--- config.mk ---
export PLATFORM = sky130hd
export DESIGN_NAME = seg_scan_driver
export DESIGN_NICKNAME = d
export VERILOG_FILES = /design/src/rtl/seg_scan_pkg.sv /design/src/rtl/seg_scan_driver_decoder.sv /design/src/rtl/seg_scan_driver.sv
export SDC_FILE = /design/constraint.sdc
export NUM_CORES = 1
export LEC_CHECK = 0
export ABC_AREA = 1
export BUFFER_PORTS_ARGS = -buffer_cell sky130_fd_sc_hd__buf_4
export CAP_MARGIN = 10
export CORE_ASPECT_RATIO = 0.6
export CORE_MARGIN = 2
export CORE_UTILIZATION = 60
export DETAILED_ROUTE_END_ITERATION = 10
export GPL_TIMING_DRIVEN = 0
export HOLD_SLACK_MARGIN = 0.03
export PLACE_DENSITY_LB_ADDON = 0.3
export SYNTH_ARGS = -nofsm -noshare
export SYNTH_HDL_FRONTEND = slang
export SYNTH_HIERARCHICAL = 1
export SYNTH_SLANG_ARGS = --single-unit
--- constraint.sdc ---
create_clock -name clk -period 6.8 [get_ports clk]
set_input_delay 0.34 -clock clk [delete_from_list [all_inputs] [get_ports clk]]
set_output_delay 0.34 -clock clk [all_outputs]
set_load 0.05 [all_outputs]
--- src/rtl/seg_scan_pkg.sv ---
// Shared types and constants for the seven-segment scan driver.
// Segment patterns are active-low {a,b,c,d,e,f,g} = seg[6:0].
package seg_scan_pkg;

    typedef enum logic {
        BLANK = 1'b0,
        DRIVE = 1'b1
    } state_t;

    localparam logic [6:0] SEG_OFF = 7'h7F;

    // Entry n holds the pattern for hex digit n; entry F is listed first (MSB).
    localparam logic [15:0][6:0] HEX_SEG_TABLE = {
        7'h38, 7'h30, 7'h42, 7'h31, 7'h60, 7'h08, 7'h04, 7'h00,
        7'h0F, 7'h20, 7'h24, 7'h4C, 7'h06, 7'h12, 7'h4F, 7'h01
    };

endpackage

--- src/rtl/seg_scan_driver_decoder.sv ---
// Combinational hex nibble to active-low seven-segment pattern lookup.
module hex_seg_decoder
    import seg_scan_pkg::*;
(
    input  logic [3:0] i_nibble,
    output logic [6:0] o_seg
);

    assign o_seg = HEX_SEG_TABLE[i_nibble];

endmodule

--- src/rtl/seg_scan_driver.sv ---
// Time-multiplexed seven-segment driver with dead-time blanking between digits.
// Optional decimal-point support is enabled by defining SEG_SCAN_DP_EN.
module seg_scan_driver
    import seg_scan_pkg::*;
#(
    parameter int NUM_DIGITS   = 4,
    parameter int REFRESH_DIV  = 50000,
    parameter int BLANK_CYCLES = 16
)
(
    input  logic                    clk,
    input  logic                    reset,
    input  logic                    load,
    input  logic [4*NUM_DIGITS-1:0] data,
    input  logic [NUM_DIGITS-1:0]   digit_en,
`ifdef SEG_SCAN_DP_EN
    input  logic [NUM_DIGITS-1:0]   dp_in,
    output logic                    dp,
`endif
    output logic [NUM_DIGITS-1:0]   an,
    output logic [6:0]              seg,
    output logic                    frame_start
);

    localparam int SLOT_MAX  = (REFRESH_DIV > BLANK_CYCLES) ? REFRESH_DIV : BLANK_CYCLES;
    localparam int CNT_RANGE = (SLOT_MAX > 2) ? SLOT_MAX : 2;
    localparam int CW        = $clog2(CNT_RANGE);
    localparam int IW        = (NUM_DIGITS > 1) ? $clog2(NUM_DIGITS) : 1;

    localparam logic [CW-1:0] DRIVE_LAST  = CW'(REFRESH_DIV - 1);
    localparam logic [CW-1:0] BLANK_LAST  = CW'((BLANK_CYCLES > 0) ? BLANK_CYCLES - 1 : 0);
    localparam logic [IW-1:0] IDX_LAST    = IW'(NUM_DIGITS - 1);
    localparam state_t        START_STATE = (BLANK_CYCLES == 0) ? DRIVE : BLANK;

    state_t                  r_state;
    logic [CW-1:0]           r_cnt;
    logic [IW-1:0]           r_idx;
    logic [4*NUM_DIGITS-1:0] r_shadow;
    logic [4*NUM_DIGITS-1:0] r_display;
`ifdef SEG_SCAN_DP_EN
    logic [NUM_DIGITS-1:0]   r_dp_shadow;
    logic [NUM_DIGITS-1:0]   r_dp_display;
    logic [NUM_DIGITS-1:0]   w_dp_src;
`endif

    logic                    w_boundary;
    logic [4*NUM_DIGITS-1:0] w_nibble_src;
    logic [3:0]              w_nibble;
    logic [6:0]              w_seg;
    logic [NUM_DIGITS-1:0]   w_an_drive;

    assign w_boundary = (r_state == START_STATE) && (r_cnt == '0) && (r_idx == '0);

    // Without blanking the boundary cycle is already a DRIVE cycle, so it reads the
    // value being promoted to the display register to keep the whole frame consistent.
    assign w_nibble_src = w_boundary ? r_shadow : r_display;
    assign w_nibble     = w_nibble_src[4*r_idx +: 4];
`ifdef SEG_SCAN_DP_EN
    assign w_dp_src     = w_boundary ? r_dp_shadow : r_dp_display;
`endif

    always_comb begin
        w_an_drive        = '1;
        w_an_drive[r_idx] = ~digit_en[r_idx];
    end

    hex_seg_decoder u_decoder (
        .i_nibble (w_nibble),
        .o_seg    (w_seg)
    );

    // Scan FSM; outputs are registered from the current state so they trail it by one cycle.
    always_ff @(posedge clk) begin
        if (!reset) begin
            r_state     <= START_STATE;
            r_cnt       <= '0;
            r_idx       <= '0;
            r_shadow    <= '0;
            r_display   <= '0;
            an          <= '1;
            seg         <= SEG_OFF;
            frame_start <= 1'b0;
`ifdef SEG_SCAN_DP_EN
            r_dp_shadow  <= '0;
            r_dp_display <= '0;
            dp           <= 1'b1;
`endif
        end else begin
            if (load) begin
                r_shadow <= data;
`ifdef SEG_SCAN_DP_EN
                r_dp_shadow <= dp_in;
`endif
            end
            if (w_boundary) begin
                r_display <= r_shadow;
`ifdef SEG_SCAN_DP_EN
                r_dp_display <= r_dp_shadow;
`endif
            end
            frame_start <= w_boundary;

            case (r_state)
                BLANK: begin
                    an  <= '1;
                    seg <= SEG_OFF;
`ifdef SEG_SCAN_DP_EN
                    dp  <= 1'b1;
`endif
                    if (r_cnt == BLANK_LAST) begin
                        r_state <= DRIVE;
                        r_cnt   <= '0;
                    end else begin
                        r_cnt <= r_cnt + 1'b1;
                    end
                end
                DRIVE: begin
                    an  <= w_an_drive;
                    seg <= w_seg;
`ifdef SEG_SCAN_DP_EN
                    dp  <= ~(digit_en[r_idx] & w_dp_src[r_idx]);
`endif
                    if (r_cnt == DRIVE_LAST) begin
                        r_state <= START_STATE;
                        r_cnt   <= '0;
                        r_idx   <= (r_idx == IDX_LAST) ? '0 : r_idx + 1'b1;
                    end else begin
                        r_cnt <= r_cnt + 1'b1;
                    end
                end
                default: begin
                    r_state <= START_STATE;
                    r_cnt   <= '0;
                end
            endcase
        end
    end

endmodule

After elaboration in Yosys (flattened, before gate mapping)
Memory sizes are Yosys's and may differ from the RTL's.
Index checks and enable logic that the tools add are counted.
{"block": "word_totals", "regBits": 63, "mem_bits_ro": 112, "inputBits": 23, "output_inout_bits": 12, "word_cells": 43, "n_memories": 1}
{"block": "classes", "add_sub_neg": 2, "magnitude_cmp": 3, "eq_ne": 3, "shifts": 1, "muxes": 15, "bitwise": 4, "reduce_logical": 6}
{"name": "(no name shown)", "words": 16, "width": 7, "read_ports": 1, "rd_clocked_by_memory_dff": 0, "wr": 0, "line_no": "seg_scan_driver_decoder.sv:9", "source": "assign o_seg = HEX_SEG_TABLE[i_nibble];"}
{"op": "$mux W16", "n": 3}
{"op": "$pmux W16 S2", "n": 1}
{"op": "$add A16 B1 Y16 const B", "n": 1}
{"op": "$eq A16 B16 Y1 const B", "n": 1}
{"op": "$eq A16 B4 Y1 const B", "n": 1}
{"op": "$logic_not A16 Y1", "n": 1}
{"op": "$shiftx A16 B5 Y4", "n": 1}
{"op": "$pmux W7 S2", "n": 1}
{"op": "$pmux W4 S2", "n": 1}
{"op": "$mux W7", "n": 1}
{"op": "$lt A4 B5 Y1 const B", "n": 1}
{"op": "$mux W1", "n": 4}
{"op": "$not A4 Y4", "n": 1}
{"op": "$or A4 B4 Y4", "n": 1}
{"op": "$logic_and A1 B1 Y1", "n": 3}
{"op": "$lt A2 B3 Y1 const B", "n": 1}
{"op": "$add A2 B1 Y2 const B", "n": 1}
{"op": "$bmux W1 S2", "n": 1}
{"op": "$demux W1 S2", "n": 1}
{"op": "$eq A2 B2 Y1 const B", "n": 1}
{"op": "$ge A2 B1 Y1 const B", "n": 1}
{"op": "$logic_not A2 Y1", "n": 1}
{"op": "$mux W2", "n": 1}
{"op": "$not A1 Y1", "n": 2}
{"op": "other kinds (2)", "n": 2}

Depth between registers and ports, before layout
Gate-level depths: netlist of the first run.
{"block": "depth", "depth_word": 8, "ltp_mapped": 18}

Cells and area by module
Netlist of the first run, hierarchy kept.
{"module": "seg_scan_driver", "instances": 1, "cells_each": 347, "area_each_um2": 2685.1, "seq_area_each_um2": 1261.2}
{"module": "hex_seg_decoder", "instances": 1, "cells_each": 49, "area_each_um2": 274.0, "seq_area_each_um2": 0.0}

Worst setup path before layout of the first run
No wires, ideal clock.
{"block": "synth_timing", "path_type": "reg-to-reg", "start": "reg r_idx[0]", "end": "reg seg[3]", "setup_ns": 0.123, "arrival_time_ns": 2.444, "required_time_ns": 6.677, "path_slack_ns": 4.233, "path_stages_with_launch": 17, "n_path_buf": 2, "cell_sequence": "dfxtp_1 > inv_1 > buf_2 > ha_1 > nand2_1 > nor2_4 > buf_4 > nand4_1 > nand3_1 > nand3_1 > nand2_1 > inv_1 > ha_1 > nand2_1 > nand3_1 > nand2_1 > or2_2"}
{"block": "synth_between", "elab_chain_cells": 7}
{"element": "start, declared", "line_no": "seg_scan_driver.sv:37", "source": "logic [IW-1:0] r_idx;"}
{"element": "start signal, assigned", "line_no": "seg_scan_driver.sv:126", "source": "r_idx <= (r_idx == IDX_LAST) ? '0 : r_idx + 1'b1;"}
{"element": "$logic_not A2 Y1", "line_no": "seg_scan_driver.sv:52", "source": "assign w_boundary = (r_state == START_STATE) && (r_cnt == '0) && (r_idx == '0);"}
{"element": "$logic_and A1 B1 Y1", "line_no": "seg_scan_driver.sv:52"}
{"element": "$mux W16"}
{"element": "$shiftx A16 B5 Y4 (*)", "line_no": "seg_scan_driver.sv:57", "source": "assign w_nibble = w_nibble_src[4*r_idx +: 4];"}
{"element": "via w_nibble[1]", "line_no": "seg_scan_driver.sv:48", "source": "logic [3:0] w_nibble;"}
{"element": "$mem_v2 Z16 W7 (*)"}
{"element": "$mux W7 (implied by the code) (*)", "line_no": "seg_scan_driver_decoder.sv:9"}
{"element": "via w_seg[3]", "line_no": "seg_scan_driver.sv:49", "source": "logic [6:0] w_seg;"}
{"element": "$pmux W7 S2 (*)", "line_no": "seg_scan_driver.sv:103", "source": "case (r_state)"}
{"element": "end signal, assigned", "line_no": "seg_scan_driver.sv:119", "source": "seg <= w_seg;"}
{"element": "end, declared", "line_no": "seg_scan_driver.sv:21", "source": "output logic [6:0] seg,"}
Mark *: on every way through the listed nets, which the timed path passes. The rest lies on a longest branch. The select of a mux whose other input is x is not followed.
A chain may end at the register's enable or synchronous reset.

Final worst setup path of the first run
{"block": "layout_timing", "start": "reg r_idx[1]", "end": "reg seg[3]"}
The elaborated chain is that of the path after synthesis.

==> results of run 1 <==
==> through the flow <==
step / setup WS (ps) / util / area (um^2) / total power (W) / hold WS, ps
floorplan: 4233 / - / 2959 / 0.0004624 / 430.0
global placement: 3871 / 0.7068 / 3293 / 0.0004879 / 446.7
detailed placement: 3764 / 0.7068 / 3293 / 0.0004920 / 456.5
CTS: 3730 / 0.7492 / 3491 / 0.0008095 / 206.1
global route: 3411 / 0.7492 / 3491 / 0.0008417 / 203.8
finish: 3699 / 0.7492 / 3491 / 0.0008081 / 211.3
==> cell usage after synthesis (2+ instances only) <==
| master | n | share of area |
|---|---|---|
| inv_2 | 3 | 0.0038 |
| nand2_2 | 8 | 0.017 |
| nor2_1 | 73 | 0.093 |
| ha_1 | 13 | 0.055 |
| clkbuf_1 | 6 | 0.0076 |
| buf_4 | 2 | 0.0051 |
| dfxtp_1 | 63 | 0.43 |
| or2_2 | 7 | 0.015 |
| nand4_1 | 19 | 0.040 |
| xor2_1 | 6 | 0.018 |
| nor2_2 | 2 | 0.0042 |
| buf_6 | 2 | 0.0076 |
| nand3_1 | 39 | 0.066 |
| buf_2 | 4 | 0.0068 |
| o21ai_0 | 23 | 0.039 |
| nor3_2 | 2 | 0.0068 |
| nand2_1 | 65 | 0.082 |
| inv_1 | 23 | 0.029 |
| nor3_1 | 5 | 0.0085 |
| a21oi_1 | 19 | 0.032 |
==> worst paths after layout <==
path | startpoint | end | slack [ps]
worst max register to register | r_idx[1] | seg[3] | 3700
worst max-delay path | r_idx[1] | seg[3] | 3700
worst min-delay path | data[6] | r_shadow[6] | 210
worst min register to register | r_display[4] | r_display[4] | 470
==> flip-flops by register name, indices dropped and copies added, names as in the netlist <==
signal	count
r_state	1
r_display	16
r_shadow	16
seg	7
frame_start	1
an	4
r_cnt	16
r_idx	2
==> worst max-delay path, cell delays in order (launching register included) <==
cell,delay (ps)
dfxtp_1,420
inv_1,270
ha_1,240
nand2_1,100
nor2_4,250
buf_4,210
nand4_1,160
nand3_1,130
nand3_1,70
nand2_1,200
inv_1,150
ha_1,330
nand2_1,50
nand3_1,80
nand2_1,60
or2_2,280
==> metal layers <==
metal | track usage | routed length [um] | vias to the layer above
li1 | - | - | 1394
met1 | 0.3943 | 3225 | 1243
met2 | 0.3820 | 2769 | 131
met3 | 0.09091 | 684 | 13
met4 | 0.08696 | 95 | 0
met5 | 0 | 0 | -
==> power by group through the flow <==
stage               logic (W)  registers [W]  clock network (W)
detailed placement  0.0000935       0.000399                  0
CTS                 0.0000947       0.000390           0.000325
global placement    0.0000901       0.000398                  0
global route         0.000107       0.000392           0.000343
finish              0.0000956       0.000390           0.000322
floorplan           0.0000640       0.000398                  0
==> cell usage in the layout (no fill, tap or decap), types with 2 or more instances in the layout <==
cell type / netlist / routed
nor2_1: 73 / 73
dfxtp_1: 63 / 63
nand2_2: 8 / 8
inv_1: 23 / 23
ha_1: 13 / 13
a21oi_1: 19 / 19
nand3_1: 39 / 39
o21ai_0: 23 / 23
buf_6: 2 / 2
buf_2: 4 / 4
clkbuf_8: 0 / 9
inv_2: 3 / 3
nor3_2: 2 / 2
nor2_2: 2 / 2
nand4_1: 19 / 19
clkbuf_1: 6 / 6
clkinv_2: 0 / 2
xor2_1: 6 / 6
clkinv_4: 0 / 3
nor3_1: 5 / 5
nand2_1: 65 / 65
or2_2: 7 / 7
buf_4: 2 / 36
==> logic make-up after synthesis <==
| family | synth area share |
|---|---|
| AND/OR/NAND/NOR | 0.3556 |
| flip-flops | 0.4262 |
| AO/OA/AOI/OAI | 0.08118 |
| buffers and inverters | 0.06131 |
| adder cells (fa/ha/maj) | 0.05497 |
| XOR/XNOR | 0.02072 |
==> area by class of cell <==
cell class | count | share of cell area
plain buffers | 14 | 0.02294
well taps | 63 | 0.02258
flip-flops and latches | 63 | 0.3613
clock buffers | 9 | 0.03548
repair buffers | 34 | 0.07312
inverters | 27 | 0.02903
multi-input cells | 292 | 0.4344
clock inverters | 7 | 0.02115
==> results.ini, run 1 <==
[status]
outcome = finished clean

[floorplan]
ios = 35
start_util = 0.6351
row_count = 19
core_area_um2 = 4659
fp.dieW_um = 94.66
die_area_um2 = 5528
die_y_um = 58.40

[yosys]
netlist_area_um2 = 2959
synth_nets = 432
synth_warnings = 6
synth_edf_count = 0
ys_async_sr_fraction = 0
synth_flop_cell = dfxtp_1
syn_inst = 396
syn_area_per_cell_um2 = 7.472
ys_ff_latch = 63
yosysSeqAreaShare = 0.4262
synth_cell_types = 32

[detailed_routing]
wl_per_cell_um = 13.31
drtIter0Drc = 235
via_per_inst = 5.464
antenna_left = 0
wl_um = 6775
num_vias = 2781
drc = 0
dr.pass1.iters = 5

[clocking]
cts_resized = 0
cts_tree = built
cts_buffers = 9
postCtsSetupBuffers = 0
clk_path_buf_depth = 2
path_clk_slew_ps = 70
cts_hold_buf = 0
cts.sinks = 63
insertion_delay_ps = 350
root_buffer = clkbuf_8
ctsHtreeMaxLevel = 3

[timing]
max_freq_mhz = 322.4
timing.final.crit_share = 0.4561
finalHoldViolCount = 0
fin_crit_ps = 3101
finalSetupTns_ps = 0
slew_headroom = 0.6418
worst_pin_slew_ps = 532.4
finalSetupViolations = 0
finClkSkew_ps = 6.731
rsz0062_at_grt = no
maxSlewViolCount = 0

[pwr]
ir_drop_mv = 0.1356
leakagePower_nw = 1.481
internal_power_w = 0.0005896
p_switching_w = 0.0002185
power-per-cell-area_nw_per_um2 = 231.5
p_clk_frac = 0.399
swShare = 0.2704
power_frac_comb = 0.118
power_frac_seq = 0.483

[hold_path]
hold_path_depth = 3
hp-class = input port to register

[global_routing]
grt_first_pass_wirelength_um = 11410
grt_pass1_vias = 2448
antenna_found_initial = 0
grt_use_total = 0.2717
grt_max_degree = 13
grt-ovfl-total = 0

[finish]
finalNonFillerCells = 509
num-fill-cells = 364
drive_gt1_frac = 0.1883
nNetsFinal = 477
multi_input_area_um2 = 1516
regArea_um2 = 1261
area_growth_pct = 17.97
num_antenna_cells = 0

[worst_setup_path]
cp.arrival_ps = 3340
crit_type = register to register
cp_data_required_time_ps = 7040
reg2reg_depth = 15
cp-start-kind = register
crit_fanout = 10
end_kind = register

[placement]
gp_congestion = 0.9248
dp.cells = 493
dp_hpwl_um = 5017
io_buffers = 34

[run]
drv_cap = 0

Power figures use the tool's default switching activity.
==> run 2, diff against run 1 <==
- CORE_UTILIZATION: 60 -> 58
- clock period: 6.8 -> 3.2 ns (I/O delays scaled with it)
==> run 2 against run 1 <==
Hold slack got worse by 160 ps. Die area grew 3.3%. Worst setup slack got worse by 3500 ps. Final cell count up 1.2%. Combinational power is 130% higher. Register-to-register slack got worse by 3500 ps. Critical endpoint is now seg[6]. Routed wire length shrank 1.3%. Power increased by 99%. Sequential power is 110% higher. Sequential share of layout area fell by 0.29 points. Flip-flop and latch count stayed put. Clock power rose by 74%. Critical path type unchanged. Largest power group unchanged.
==> results.ini, run 2 (synthesis gave the netlist of run 1 again) <==
[worst_setup_path]
cp_data_required_time_ps = 3420  ; -3620 ps
crit_fanout = 11  ; +1
cp-start-kind = register
end_kind = register
crit_type = register to register
reg2reg_to = seg[6]
r2r_start = r_idx[0]
cp.arrival_ps = 3230  ; -110 ps
reg2reg_slack_ps = 190  ; -3510 ps
reg2reg_depth = 17  ; +2

[hold_path]
hp-class = input port to register
holdPathEnd = r_shadow[4]
min_from = data[4]
hold_path_depth = 3  ; unchanged

[run]
drv_cap = 0  ; unchanged

[global_routing]
grt-ovfl-total = 0  ; unchanged
grt_pass1_vias = 2193  ; -10%
grt_first_pass_wirelength_um = 10570  ; -7.4%
grt_max_degree = 12  ; -1
grt_use_total = 0.2534  ; -0.01830
antenna_found_initial = 0  ; unchanged

[timing]
fin_crit_ps = 3010  ; -91.10 ps
maxSlewViolCount = 0  ; unchanged
finalHoldViolCount = 0  ; unchanged
max_freq_mhz = 332.2  ; +3.0%
finClkSkew_ps = 6.060  ; -0.6703 ps
timing.final.crit_share = 0.9407  ; +0.4846
finalSetupTns_ps = 0  ; unchanged
worst_pin_slew_ps = 593.4  ; +60.99 ps
finalSetupViolations = 0  ; unchanged
slew_headroom = 0.6008  ; -0.04104

[finish]
area_growth_pct = 19.03
regArea_um2 = 1262  ; about the same
num-fill-cells = 427  ; +17%
finalNonFillerCells = 515  ; +1.2%
layout_commonest_cell = nor2_1
num_antenna_cells = 0  ; unchanged
mostFrequentLayoutCells = nor2_1 (73), nand2_1 (65), dfxtp_1 (62), nand3_1 (39), buf_4 (36)
reg_top3 = r_cnt: 16 flops, r_display: 16 flops, r_shadow: 16 flops
multi_input_area_um2 = 1516  ; unchanged
nNetsFinal = 483  ; +1.3%
drive_gt1_frac = 0.1849  ; -0.003486

[detailed_routing]
drtIter0Drc = 311  ; +32%
via_per_inst = 5.249  ; -3.9%
dr.pass1.iters = 5  ; unchanged
antenna_left = 0  ; unchanged
num_vias = 2703  ; -2.8%
wl_per_cell_um = 12.99  ; -2.4%
drc = 0  ; unchanged
wl_um = 6689  ; -1.3%

[clocking]
ctsHtreeMaxLevel = 3  ; unchanged
root_buffer = clkbuf_8
cts_tree = built
insertion_delay_ps = 340  ; about the same
cts_buffers = 9  ; unchanged
cts.sinks = 63  ; unchanged
clk_path_buf_depth = 2  ; unchanged
path_clk_slew_ps = 60  ; about the same

[placement]
gp_congestion = 0.9334  ; +0.93%
dp.cells = 496  ; +0.61%
io_buffers = 34  ; unchanged
dp_hpwl_um = 4826  ; -3.8%

[pwr]
power-per-cell-area_nw_per_um2 = 456.6  ; +97%
leakagePower_nw = 1.495  ; +0.96%
ir_drop_mv = 0.2805  ; +110%

[floorplan]
ios = 35  ; unchanged
fp.dieW_um = 96.21  ; +1.6%
row_count = 20  ; +1
core_area_um2 = 4980  ; +6.9%
die_area_um2 = 5708  ; +3.3%
start_util = 0.5942  ; -0.04085
die_y_um = 59.33  ; +1.6%

[status]
outcome = finished clean

[run 2: layer usage]
metal | GRT usage | vias up | wire, um
li1 | - | 1397 | -
met1 | 0.3857 | 1199 | 3561
met2 | 0.3284 | 101 | 2601
met3 | 0.08270 | 6 | 474
met4 | 0.09184 | 0 | 53
met5 | 0 | - | 0
[run 2: worst max path at each step]
stage | slack, ps | to | start
after floorplan | 630 | seg[3] | r_idx[0]
after global placement | 250 | seg[3] | r_idx[1]
after detailed placement | 180 | seg[6] | r_idx[0]
after CTS | 150 | seg[6] | r_idx[1]
after global routing | -20 | seg[6] | r_idx[0]
final | 190 | seg[6] | r_idx[0]
[run 2: power breakdown]
part	internal [W]	switching [W]
Combinational	0.0000896	0.000127
Sequential	0.000815	0.0000150
Clock	0.000286	0.000275
Total	0.00119	0.000417
[run 2: area by class of cell]
class | instances | share of cell area
multi-input combinational | 292 | 0.4305
sequential | 63 | 0.3584
timing repair buffer | 40 | 0.09236
clock buffer | 11 | 0.04014
inverter | 27 | 0.02877
buffer | 14 | 0.02345
tap | 66 | 0.02345
clock inverter | 2 | 0.002842
[run 2: per-stage QoR]
step | total power [W] | util | cell area, um^2 | hold slack, ps | worst slack [ps]
6_report | 0.001608 | 0.7073 | 3522 | 48.85 | 189.7
3_3_place_gp | 0.001039 | 0.6621 | 3297 | 380.2 | 254.6
4_1_cts | 0.001611 | 0.7025 | 3498 | 30.93 | 151.5
3_5_place_dp | 0.001044 | 0.6621 | 3297 | 386.4 | 178.1
2_1_floorplan | 0.0009826 | - | 2959 | 294.9 | 632.9
5_1_grt | 0.001682 | 0.7073 | 3522 | 42.86 | -18.17
[run 2: what timing repair did]
action                                  CTS  global route
setup buffers                             0             1
resized for setup                         0             3
hold buffers                              5             0
endpoints found under the hold margin     5             0
endpoints found under the setup margin    0             3
[run 2: critical path: stages, from the launching register on]
cell and delay (ps):
dfxtp_1 350, inv_1 90, clkbuf_4 210, ha_1 190, nand2_1 90, nor2_4 210, buf_4 210, nand4_1 180
nand3_1 140, nand3_1 70, nand2_1 170, inv_1 150, ha_1 200, inv_1 100, nand2_1 80, nand3_1 70
nand2_1 50, or2_2 290
